**config.mk**
```make
export PLATFORM = sky130hd
export DESIGN_NAME = ppu_register_bank
export DESIGN_NICKNAME = d
export VERILOG_FILES = /design/src/rtl/ppu_reg_pkg.sv /design/src/rtl/ppu_palette_ram.sv /design/src/rtl/ppu_register_bank.sv
export SDC_FILE = /design/constraint.sdc
export NUM_CORES = 1
export LEC_CHECK = 0
export ABC_AREA = 1
export BUFFER_PORTS_ARGS = -buffer_cell sky130_fd_sc_hd__buf_2
export CAP_MARGIN = 5
export CORE_ASPECT_RATIO = 1.2
export CORE_MARGIN = 1.5
export CORE_UTILIZATION = 45
export DETAILED_ROUTE_END_ITERATION = 16
export GPL_TIMING_DRIVEN = 0
export PLACE_DENSITY_LB_ADDON = 0.1
export SLEW_MARGIN = 5
export SYNTH_ARGS = -nofsm -noshare
export SYNTH_HDL_FRONTEND = slang
export SYNTH_HIERARCHICAL = 1
export SYNTH_SLANG_ARGS = --single-unit
```
**constraint.sdc**
```tcl
create_clock -name clk -period 6.8 [get_ports clk]
set_input_delay 0 -clock clk [delete_from_list [all_inputs] [get_ports clk]]
set_output_delay 0 -clock clk [all_outputs]
set_load 0.005 [all_outputs]
```
**src/rtl/ppu_reg_pkg.sv**
```systemverilog
// Shared definitions for the PPU register bank: register map, status layout,
// PPUDATA state machine encoding, address constants and palette aliasing.
package ppu_reg_pkg;

    typedef enum logic [2:0] {
        REG_CTRL    = 3'd0,
        REG_MASK    = 3'd1,
        REG_STATUS  = 3'd2,
        REG_OAMADDR = 3'd3,
        REG_OAMDATA = 3'd4,
        REG_SCROLL  = 3'd5,
        REG_ADDR    = 3'd6,
        REG_DATA    = 3'd7
    } reg_sel_e;

    localparam int STATUS_VBLANK   = 7;
    localparam int STATUS_SPRITE0  = 6;
    localparam int STATUS_OVERFLOW = 5;

    localparam logic [14:0] PALETTE_BASE = 15'h3F00;
    localparam logic [14:0] INC_ACROSS   = 15'd1;
    localparam logic [14:0] INC_DOWN     = 15'd32;

    typedef enum logic [1:0] {
        IDLE   = 2'd0,
        RD_REQ = 2'd1,
        WR_REQ = 2'd2
    } data_state_e;

    // Sprite backdrop slots 0x10/14/18/1C fold onto the background ones.
    function automatic logic [4:0] pal_alias(input logic [4:0] a);
        return (a[1:0] == 2'b00) ? {1'b0, a[3:0]} : a;
    endfunction

endpackage

```
**src/rtl/ppu_palette_ram.sv**
```systemverilog
// Palette storage: one CPU port (combinational read, clocked write, aliased)
// plus NUM_PORTS render lookups registered with one enabled cycle of latency.
module ppu_palette_ram
    import ppu_reg_pkg::*;
#(
    parameter int PAL_DEPTH = 32,
    parameter int PAL_W     = 6,
    parameter int NUM_PORTS = 2
) (
    input  logic                         clk,
    input  logic                         clk_en,
    input  logic                         cpu_we,
    input  logic [$clog2(PAL_DEPTH)-1:0] cpu_addr,
    input  logic [PAL_W-1:0]             cpu_wdata,
    output logic [PAL_W-1:0]             cpu_rdata,
    input  logic [4:0]                   pal_idx    [NUM_PORTS],
    output logic [PAL_W-1:0]             pal_colour [NUM_PORTS]
);
    localparam int IDX_W = $clog2(PAL_DEPTH);

    logic [PAL_W-1:0] mem [PAL_DEPTH];
    logic [IDX_W-1:0] cpu_map;

    always_comb begin
        cpu_map      = cpu_addr;
        cpu_map[4:0] = pal_alias(cpu_addr[4:0]);
    end

    assign cpu_rdata = mem[cpu_map];

    always_ff @(posedge clk) begin
        if (cpu_we) begin
            mem[cpu_map] <= cpu_wdata;
        end
    end

    for (genvar p = 0; p < NUM_PORTS; p++) begin : g_render
        // Any index with low bits 00 is transparent and shows the backdrop.
        always_ff @(posedge clk) begin
            if (clk_en) begin
                pal_colour[p] <= mem[IDX_W'((pal_idx[p][1:0] == 2'b00) ? 5'd0 : pal_idx[p])];
            end
        end
    end

endmodule

```
**src/rtl/ppu_register_bank.sv**
```systemverilog
// NES-style PPU CPU-facing register bank: scroll/address registers, status
// flags, PPUDATA VRAM access FSM (one request outstanding) and palette.
module ppu_register_bank
    import ppu_reg_pkg::*;
#(
    parameter int ADDR_W        = 14,
    parameter int PAL_DEPTH     = 32,
    parameter int PAL_W         = 6,
    parameter int NUM_PAL_PORTS = 2
) (
    input  logic              clk,
    input  logic              reset,
    input  logic              clk_en,
    input  logic              cpu_cs,
    input  logic              cpu_rw,
    input  logic [2:0]        cpu_sel,
    input  logic [7:0]        cpu_wdata,
    output logic [7:0]        cpu_rdata,
    output logic              vram_req,
    output logic              vram_we,
    output logic [ADDR_W-1:0] vram_addr,
    output logic [7:0]        vram_wdata,
    input  logic              vram_ack,
    input  logic [7:0]        vram_rdata,
    input  logic              set_vblank,
    input  logic              clr_vblank,
    input  logic              set_sprite0,
    input  logic              set_overflow,
    input  logic              inc_x,
    input  logic              inc_y,
    input  logic              copy_x,
    input  logic              copy_y,
    output logic [14:0]       v_addr,
    output logic [2:0]        fine_x,
    output logic [7:0]        ctrl,
    output logic [7:0]        mask,
    output logic              nmi,
    input  logic [4:0]        pal_idx    [NUM_PAL_PORTS],
    output logic [PAL_W-1:0]  pal_colour [NUM_PAL_PORTS],
    output logic              err_overrun
);
    localparam int          PI_W       = $clog2(PAL_DEPTH);
    localparam logic [14:0] MIRROR_OFS = 15'h1000;

    data_state_e      state;
    reg_sel_e         sel;
    logic [14:0]      t;
    logic             w, vblank, sprite0, overflow;
    logic [7:0]       openbus, rd_buf, status_word, pal_word;
    logic [PAL_W-1:0] pal_rdata;
    logic [14:0]      v_scroll;
    logic [4:0]       cy;
    logic             acc, data_acc, busy, accept, is_pal, pal_we, status_rd;

    assign sel       = reg_sel_e'(cpu_sel);
    assign acc       = cpu_cs && clk_en;
    assign data_acc  = acc && (sel == REG_DATA);
    assign busy      = (state != IDLE);
    assign accept    = data_acc && !busy;
    assign is_pal    = (v_addr >= PALETTE_BASE);
    assign pal_we    = accept && !cpu_rw && is_pal;
    assign status_rd = acc && cpu_rw && (sel == REG_STATUS);
    assign nmi       = vblank && ctrl[7];

    always_comb begin
        status_word                  = {3'b000, openbus[4:0]};
        status_word[STATUS_VBLANK]   = vblank;
        status_word[STATUS_SPRITE0]  = sprite0;
        status_word[STATUS_OVERFLOW] = overflow;
        pal_word                     = openbus;
        pal_word[PAL_W-1:0]          = pal_rdata;
    end

    // Renderer scroll commands, applied in order x-inc, y-inc, copies.
    always_comb begin
        v_scroll = v_addr;
        cy       = v_addr[9:5];
        if (inc_x) begin
            if (v_scroll[4:0] == 5'd31) begin
                v_scroll[4:0] = 5'd0;
                v_scroll[10]  = ~v_scroll[10];
            end else begin
                v_scroll[4:0] = v_scroll[4:0] + 5'd1;
            end
        end
        if (inc_y) begin
            if (v_scroll[14:12] != 3'd7) begin
                v_scroll[14:12] = v_scroll[14:12] + 3'd1;
            end else begin
                v_scroll[14:12] = 3'd0;
                cy = v_scroll[9:5];
                if (cy == 5'd29) begin
                    cy           = 5'd0;
                    v_scroll[11] = ~v_scroll[11];
                end else if (cy == 5'd31) begin
                    cy = 5'd0;
                end else begin
                    cy = cy + 5'd1;
                end
                v_scroll[9:5] = cy;
            end
        end
        if (copy_x) begin
            v_scroll[10]  = t[10];
            v_scroll[4:0] = t[4:0];
        end
        if (copy_y) begin
            v_scroll[14:11] = t[14:11];
            v_scroll[9:5]   = t[9:5];
        end
    end

    always_ff @(posedge clk) begin
        if (reset) begin
            v_addr      <= '0;
            t           <= '0;
            fine_x      <= '0;
            w           <= 1'b0;
            ctrl        <= '0;
            mask        <= '0;
            vblank      <= 1'b0;
            sprite0     <= 1'b0;
            overflow    <= 1'b0;
            openbus     <= '0;
            cpu_rdata   <= '0;
            err_overrun <= 1'b0;
        end else begin
            err_overrun <= data_acc && busy;
            if (clk_en) begin
                // A status read racing set_vblank suppresses the flag entirely.
                if (status_rd)        vblank <= 1'b0;
                else if (set_vblank)  vblank <= 1'b1;
                else if (clr_vblank)  vblank <= 1'b0;
                if (set_sprite0)      sprite0 <= 1'b1;
                else if (clr_vblank)  sprite0 <= 1'b0;
                if (set_overflow)     overflow <= 1'b1;
                else if (clr_vblank)  overflow <= 1'b0;

                v_addr <= v_scroll;
                if (acc && !cpu_rw) begin
                    openbus <= cpu_wdata;
                    case (sel)
                        REG_CTRL: begin
                            ctrl     <= cpu_wdata;
                            t[11:10] <= cpu_wdata[1:0];
                        end
                        REG_MASK: mask <= cpu_wdata;
                        REG_SCROLL: begin
                            if (!w) begin
                                t[4:0] <= cpu_wdata[7:3];
                                fine_x <= cpu_wdata[2:0];
                            end else begin
                                t[14:12] <= cpu_wdata[2:0];
                                t[9:5]   <= cpu_wdata[7:3];
                            end
                            w <= ~w;
                        end
                        REG_ADDR: begin
                            if (!w) begin
                                t[14:8] <= {1'b0, cpu_wdata[5:0]};
                            end else begin
                                t[7:0] <= cpu_wdata;
                                v_addr <= {t[14:8], cpu_wdata};
                            end
                            w <= ~w;
                        end
                        default: ;
                    endcase
                end
                if (accept) begin
                    v_addr <= v_addr + (ctrl[2] ? INC_DOWN : INC_ACROSS);
                end
                if (acc && cpu_rw) begin
                    case (sel)
                        REG_STATUS: begin
                            cpu_rdata <= status_word;
                            w         <= 1'b0;
                        end
                        REG_DATA: cpu_rdata <= !accept ? openbus : (is_pal ? pal_word : rd_buf);
                        default:  cpu_rdata <= openbus;
                    endcase
                end
            end
        end
    end

    // PPUDATA FSM; palette reads still refill the buffer from the mirrored nametable.
    always_ff @(posedge clk) begin
        if (reset) begin
            state      <= IDLE;
            vram_req   <= 1'b0;
            vram_we    <= 1'b0;
            vram_addr  <= '0;
            vram_wdata <= '0;
            rd_buf     <= '0;
        end else if (clk_en) begin
            case (state)
                IDLE: begin
                    if (accept && cpu_rw) begin
                        state     <= RD_REQ;
                        vram_req  <= 1'b1;
                        vram_we   <= 1'b0;
                        vram_addr <= ADDR_W'(is_pal ? (v_addr - MIRROR_OFS) : v_addr);
                    end else if (accept && !is_pal) begin
                        state      <= WR_REQ;
                        vram_req   <= 1'b1;
                        vram_we    <= 1'b1;
                        vram_addr  <= ADDR_W'(v_addr);
                        vram_wdata <= cpu_wdata;
                    end
                end
                RD_REQ: begin
                    if (vram_ack) begin
                        rd_buf   <= vram_rdata;
                        vram_req <= 1'b0;
                        state    <= IDLE;
                    end
                end
                WR_REQ: begin
                    if (vram_ack) begin
                        vram_req <= 1'b0;
                        vram_we  <= 1'b0;
                        state    <= IDLE;
                    end
                end
                default: state <= IDLE;
            endcase
        end
    end

    ppu_palette_ram #(
        .PAL_DEPTH (PAL_DEPTH),
        .PAL_W     (PAL_W),
        .NUM_PORTS (NUM_PAL_PORTS)
    ) u_palette (
        .clk        (clk),
        .clk_en     (clk_en),
        .cpu_we     (pal_we),
        .cpu_addr   (v_addr[PI_W-1:0]),
        .cpu_wdata  (cpu_wdata[PAL_W-1:0]),
        .cpu_rdata  (pal_rdata),
        .pal_idx    (pal_idx),
        .pal_colour (pal_colour)
    );

endmodule

```
==> flow_metrics.env <==
export IMPL_hold_ws_ns=0.0216
export IMPL_core_region_area_um2=37100
export IMPL_use_met1_pct=43.7
export IMPL_grt_use_met2_pct=63.2
export IMPL_synth_area_leaders="edfxtp_1 (34%), nand2_1 (17%), dfxtp_1 (12%)"
export IMPL_rsz0062_at_grt="false"
export IMPL_grt_max_degree=37
export IMPL_crit_family="simple AND/OR/NAND/NOR gates"
export IMPL_dieArea_um2=39000
export IMPL_slew_headroom_pct=32.5
export IMPL_antenna_left=0
export IMPL_cts_setup_buffers=0
export IMPL_busiest_layer="met2"
export IMPL_grt_antenna_before_repair=0
export IMPL_die_width_um=181
export IMPL_swShare_pct=28.0
export IMPL_wire_per_inst_um=24.2
export IMPL_setup_tns_ns=0
export IMPL_power_share_clock_pct=40.1
export IMPL_place_ws_ns=3.23
export IMPL_grt_overflow=0
export IMPL_worstPathArrival_ns=3.93
export IMPL_syn_cell_area_um2=17000
export IMPL_regArea_um2=7910
export IMPL_peakVddDrop_mv=0.192
export IMPL_post_route_period_util_pct=54.6
export IMPL_antenna_cells=0
export IMPL_cts_sinks=298
export IMPL_outcome="finished, final reports clean"
export IMPL_nets=2598
export IMPL_fill_cells=3681
export IMPL_hpwl_um=56100
export IMPL_gp_congestion=1.04
export IMPL_ys_seq_area_share_pct=46.4
export IMPL_synth_top_area_cell="edfxtp_1"
export IMPL_multi_input_area_um2=7570
export IMPL_path_cells="ha_1 -> ha_1 -> inv_1 -> nor3_1 -> nand2_1 -> a21oi_2 -> inv_1 -> nor2_1 -> nand2_1 -> nor2_1"
export IMPL_post_route_cells_drive_above_1_share_pct=10.6
export IMPL_worstPathRequired_ns=7.02
export IMPL_drt_total_wl_um=73600
export IMPL_first_iter_violations=1975
export IMPL_synth_top_cell_area_share_pct=34.2
export IMPL_seq_power_share_pct=45.8
export IMPL_row_count=77
export IMPL_start_util_pct=45.9
export IMPL_crit_buf_inv=2
export IMPL_cts_resized=0
export IMPL_cts_htree_levels=1
export IMPL_cp_start_kind="flip-flop"
export IMPL_setup_viol=0
export IMPL_drc=0
export IMPL_grt_pass1_vias=16572
export IMPL_cp_max_fo=8
export IMPL_crit_type="flip-flop to flip-flop"
export IMPL_fin_crit_ns=3.71
export IMPL_clock_fmax_mhz=269
export IMPL_synth_seq_cells=298
export IMPL_num_vias=17496
export IMPL_drv_cap=0
export IMPL_syn_avg_cell_area_um2=7.26
export IMPL_ios=123
export IMPL_final_max_slew_viol_count=0
export IMPL_crit_path_max_incr_delay_ns=0.74
export IMPL_intPower_w=0.00313
export IMPL_skew_ns=0.0250
export IMPL_cts_root_buf="clkbuf_16"
export IMPL_viasPerCell=5.76
export IMPL_leakage_nw=8.84
export IMPL_cts_tree="done"
export IMPL_postSynthCellCount=2347
export IMPL_numCtsBuffers=30
export IMPL_hold_class="primary input to flip-flop"
export IMPL_worst_slew_pin_slew_ns=1.01
export IMPL_hold_violations=0
export IMPL_cts_buffer_depth=3
export IMPL_combPwrFrac_pct=14.1
export IMPL_grt_usage_pct=37.4
export IMPL_io_buffer_count=116
export IMPL_drt_pre_antenna_iters=7
export IMPL_die_h_um=216
export IMPL_area_growth_pct=15.0
export IMPL_clk_pin_slew_ns=0.06
export IMPL_ys_warn_count=6
export IMPL_synth_distinct_cells=39
export IMPL_grt_util_met3_pct=5.97
export IMPL_power_switching_w=0.00122
export IMPL_grt_pass1_wl_um=107000
export IMPL_power_density_nw_per_um2=222
export IMPL_setup_ws_ns=3.09
export IMPL_end_kind="flip-flop"
export IMPL_insertion_delay_ns=0.60
export IMPL_cpMaxStageDelayCell="nor2_1"
## cells by family after synthesis
logic type | synth area share, %
other cells | 0.0220
fa+ha+maj | 1.17
flops | 46.4
xor+xnor | 0.0514
buf+inv | 9.44
compound gates | 8.94
simple gates | 34.0
## per-layer routing
layer / part of all wire (%) / wire, um
met2: 47 / 34500
met1: 37 / 26900
met3: 8.8 / 6480
met5: 0 / 0
met4: 7.8 / 5710
## synth_stat cells (all sizes together)
library cell,number
clkbuf,49
xor2,1
ha,16
nand2,789
o21bai,3
or2,2
nor4,1
clkinv,1
nand4,45
nand3,327
nor3,12
dfxtp,104
conb,1
o211ai,16
o21a,6
buf,70
o21ai,136
inv,269
nor2,182
a31oi,5
a21oi,108
a211oi,10
edfxtp,194
## state kept, by name, summed over array words and instances, names as in the netlist
signal	cells
t	15
u_palette/pal_colour	12
v_addr	15
w	1
rd_buf	8
openbus	8
ctrl	8
vram_wdata	8
sprite0	1
u_palette/mem	182
err_overrun	1
cpu_rdata	8
vblank	1
state	2
mask	8
vram_req	1
fine_x	3
vram_we	1
vram_addr	14
overflow	1
## power by group through the flow
stage	Sequential (W)	Combinational [W]	Clock (W)
finish	0.00199	0.000613	0.00174
floorplan	0.00203	0.000333	0
global route	0.00200	0.000659	0.00183
CTS	0.00199	0.000597	0.00176
global placement	0.00203	0.000580	0
detailed placement	0.00203	0.000581	0
## cell type report
cell class,instances,share of cell area (%)
multi-input combinational,1673,38.6
clock buffer,39,4.11
timing repair buffer,147,4.55
buffer,119,3.03
tap,474,3.03
clock inverter,17,1.12
inverter,270,5.18
sequential,298,40.4
## per-stage QoR
step / total power, W / std cells / utilization, % / instance area [um^2]
floorplan: 0.00236 / 2360 / - / 17100
detailed placement: 0.00261 / 2950 / 49.2 / 18300
global placement: 0.00261 / 2950 / 49.2 / 18300
CTS: 0.00435 / 3037 / 52.8 / 19600
finish: 0.00435 / 3037 / 52.8 / 19600
global route: 0.00448 / 3037 / 52.8 / 19600
## path summary, 6_finish.rpt
kind                           startpoint                              to  slack, ns  cells past startpoint
setup / recovery  v_addr[13]$_SDFFE_PP0P_  u_palette/mem[31][0]$_DFFE_PP_       3.09                     10
hold / removal                      inc_y         v_addr[13]$_SDFFE_PP0P_       0.02                      6
setup reg to reg  v_addr[13]$_SDFFE_PP0P_  u_palette/mem[31][0]$_DFFE_PP_       3.09                     10
hold reg to reg    rd_buf[0]$_SDFFE_PP0P_          rd_buf[0]$_SDFFE_PP0P_       0.45                      2
## timing repair
action / in CTS / in global routing
hold buffers: 31 / 0
hold endpoints to repair: 67 / 0
endpoints found under the setup margin: 0 / 0
## layout by cell type (no fill, tap or decap), types with 45 or more instances in the layout
| cell | count |
|---|---|
| edfxtp_1 | 194 |
| o21ai_0 | 132 |
| clkbuf_1 | 55 |
| nor2_1 | 169 |
| inv_1 | 260 |
| dfxtp_1 | 104 |
| buf_2 | 163 |
| a21oi_1 | 106 |
| nand3_1 | 324 |
| nand4_1 | 45 |
| nand2_1 | 783 |
## worst register-to-register path, stage by stage (launching register included)
cell     delay, ns
dfxtp_1       0.50
ha_1          0.27
ha_1          0.16
inv_1         0.04
nor3_1        0.21
nand2_1       0.30
a21oi_2       0.37
inv_1         0.07
nor2_1        0.23
nand2_1       0.44
nor2_1        0.74
Note: power is estimated with default switching activity, not from simulation.
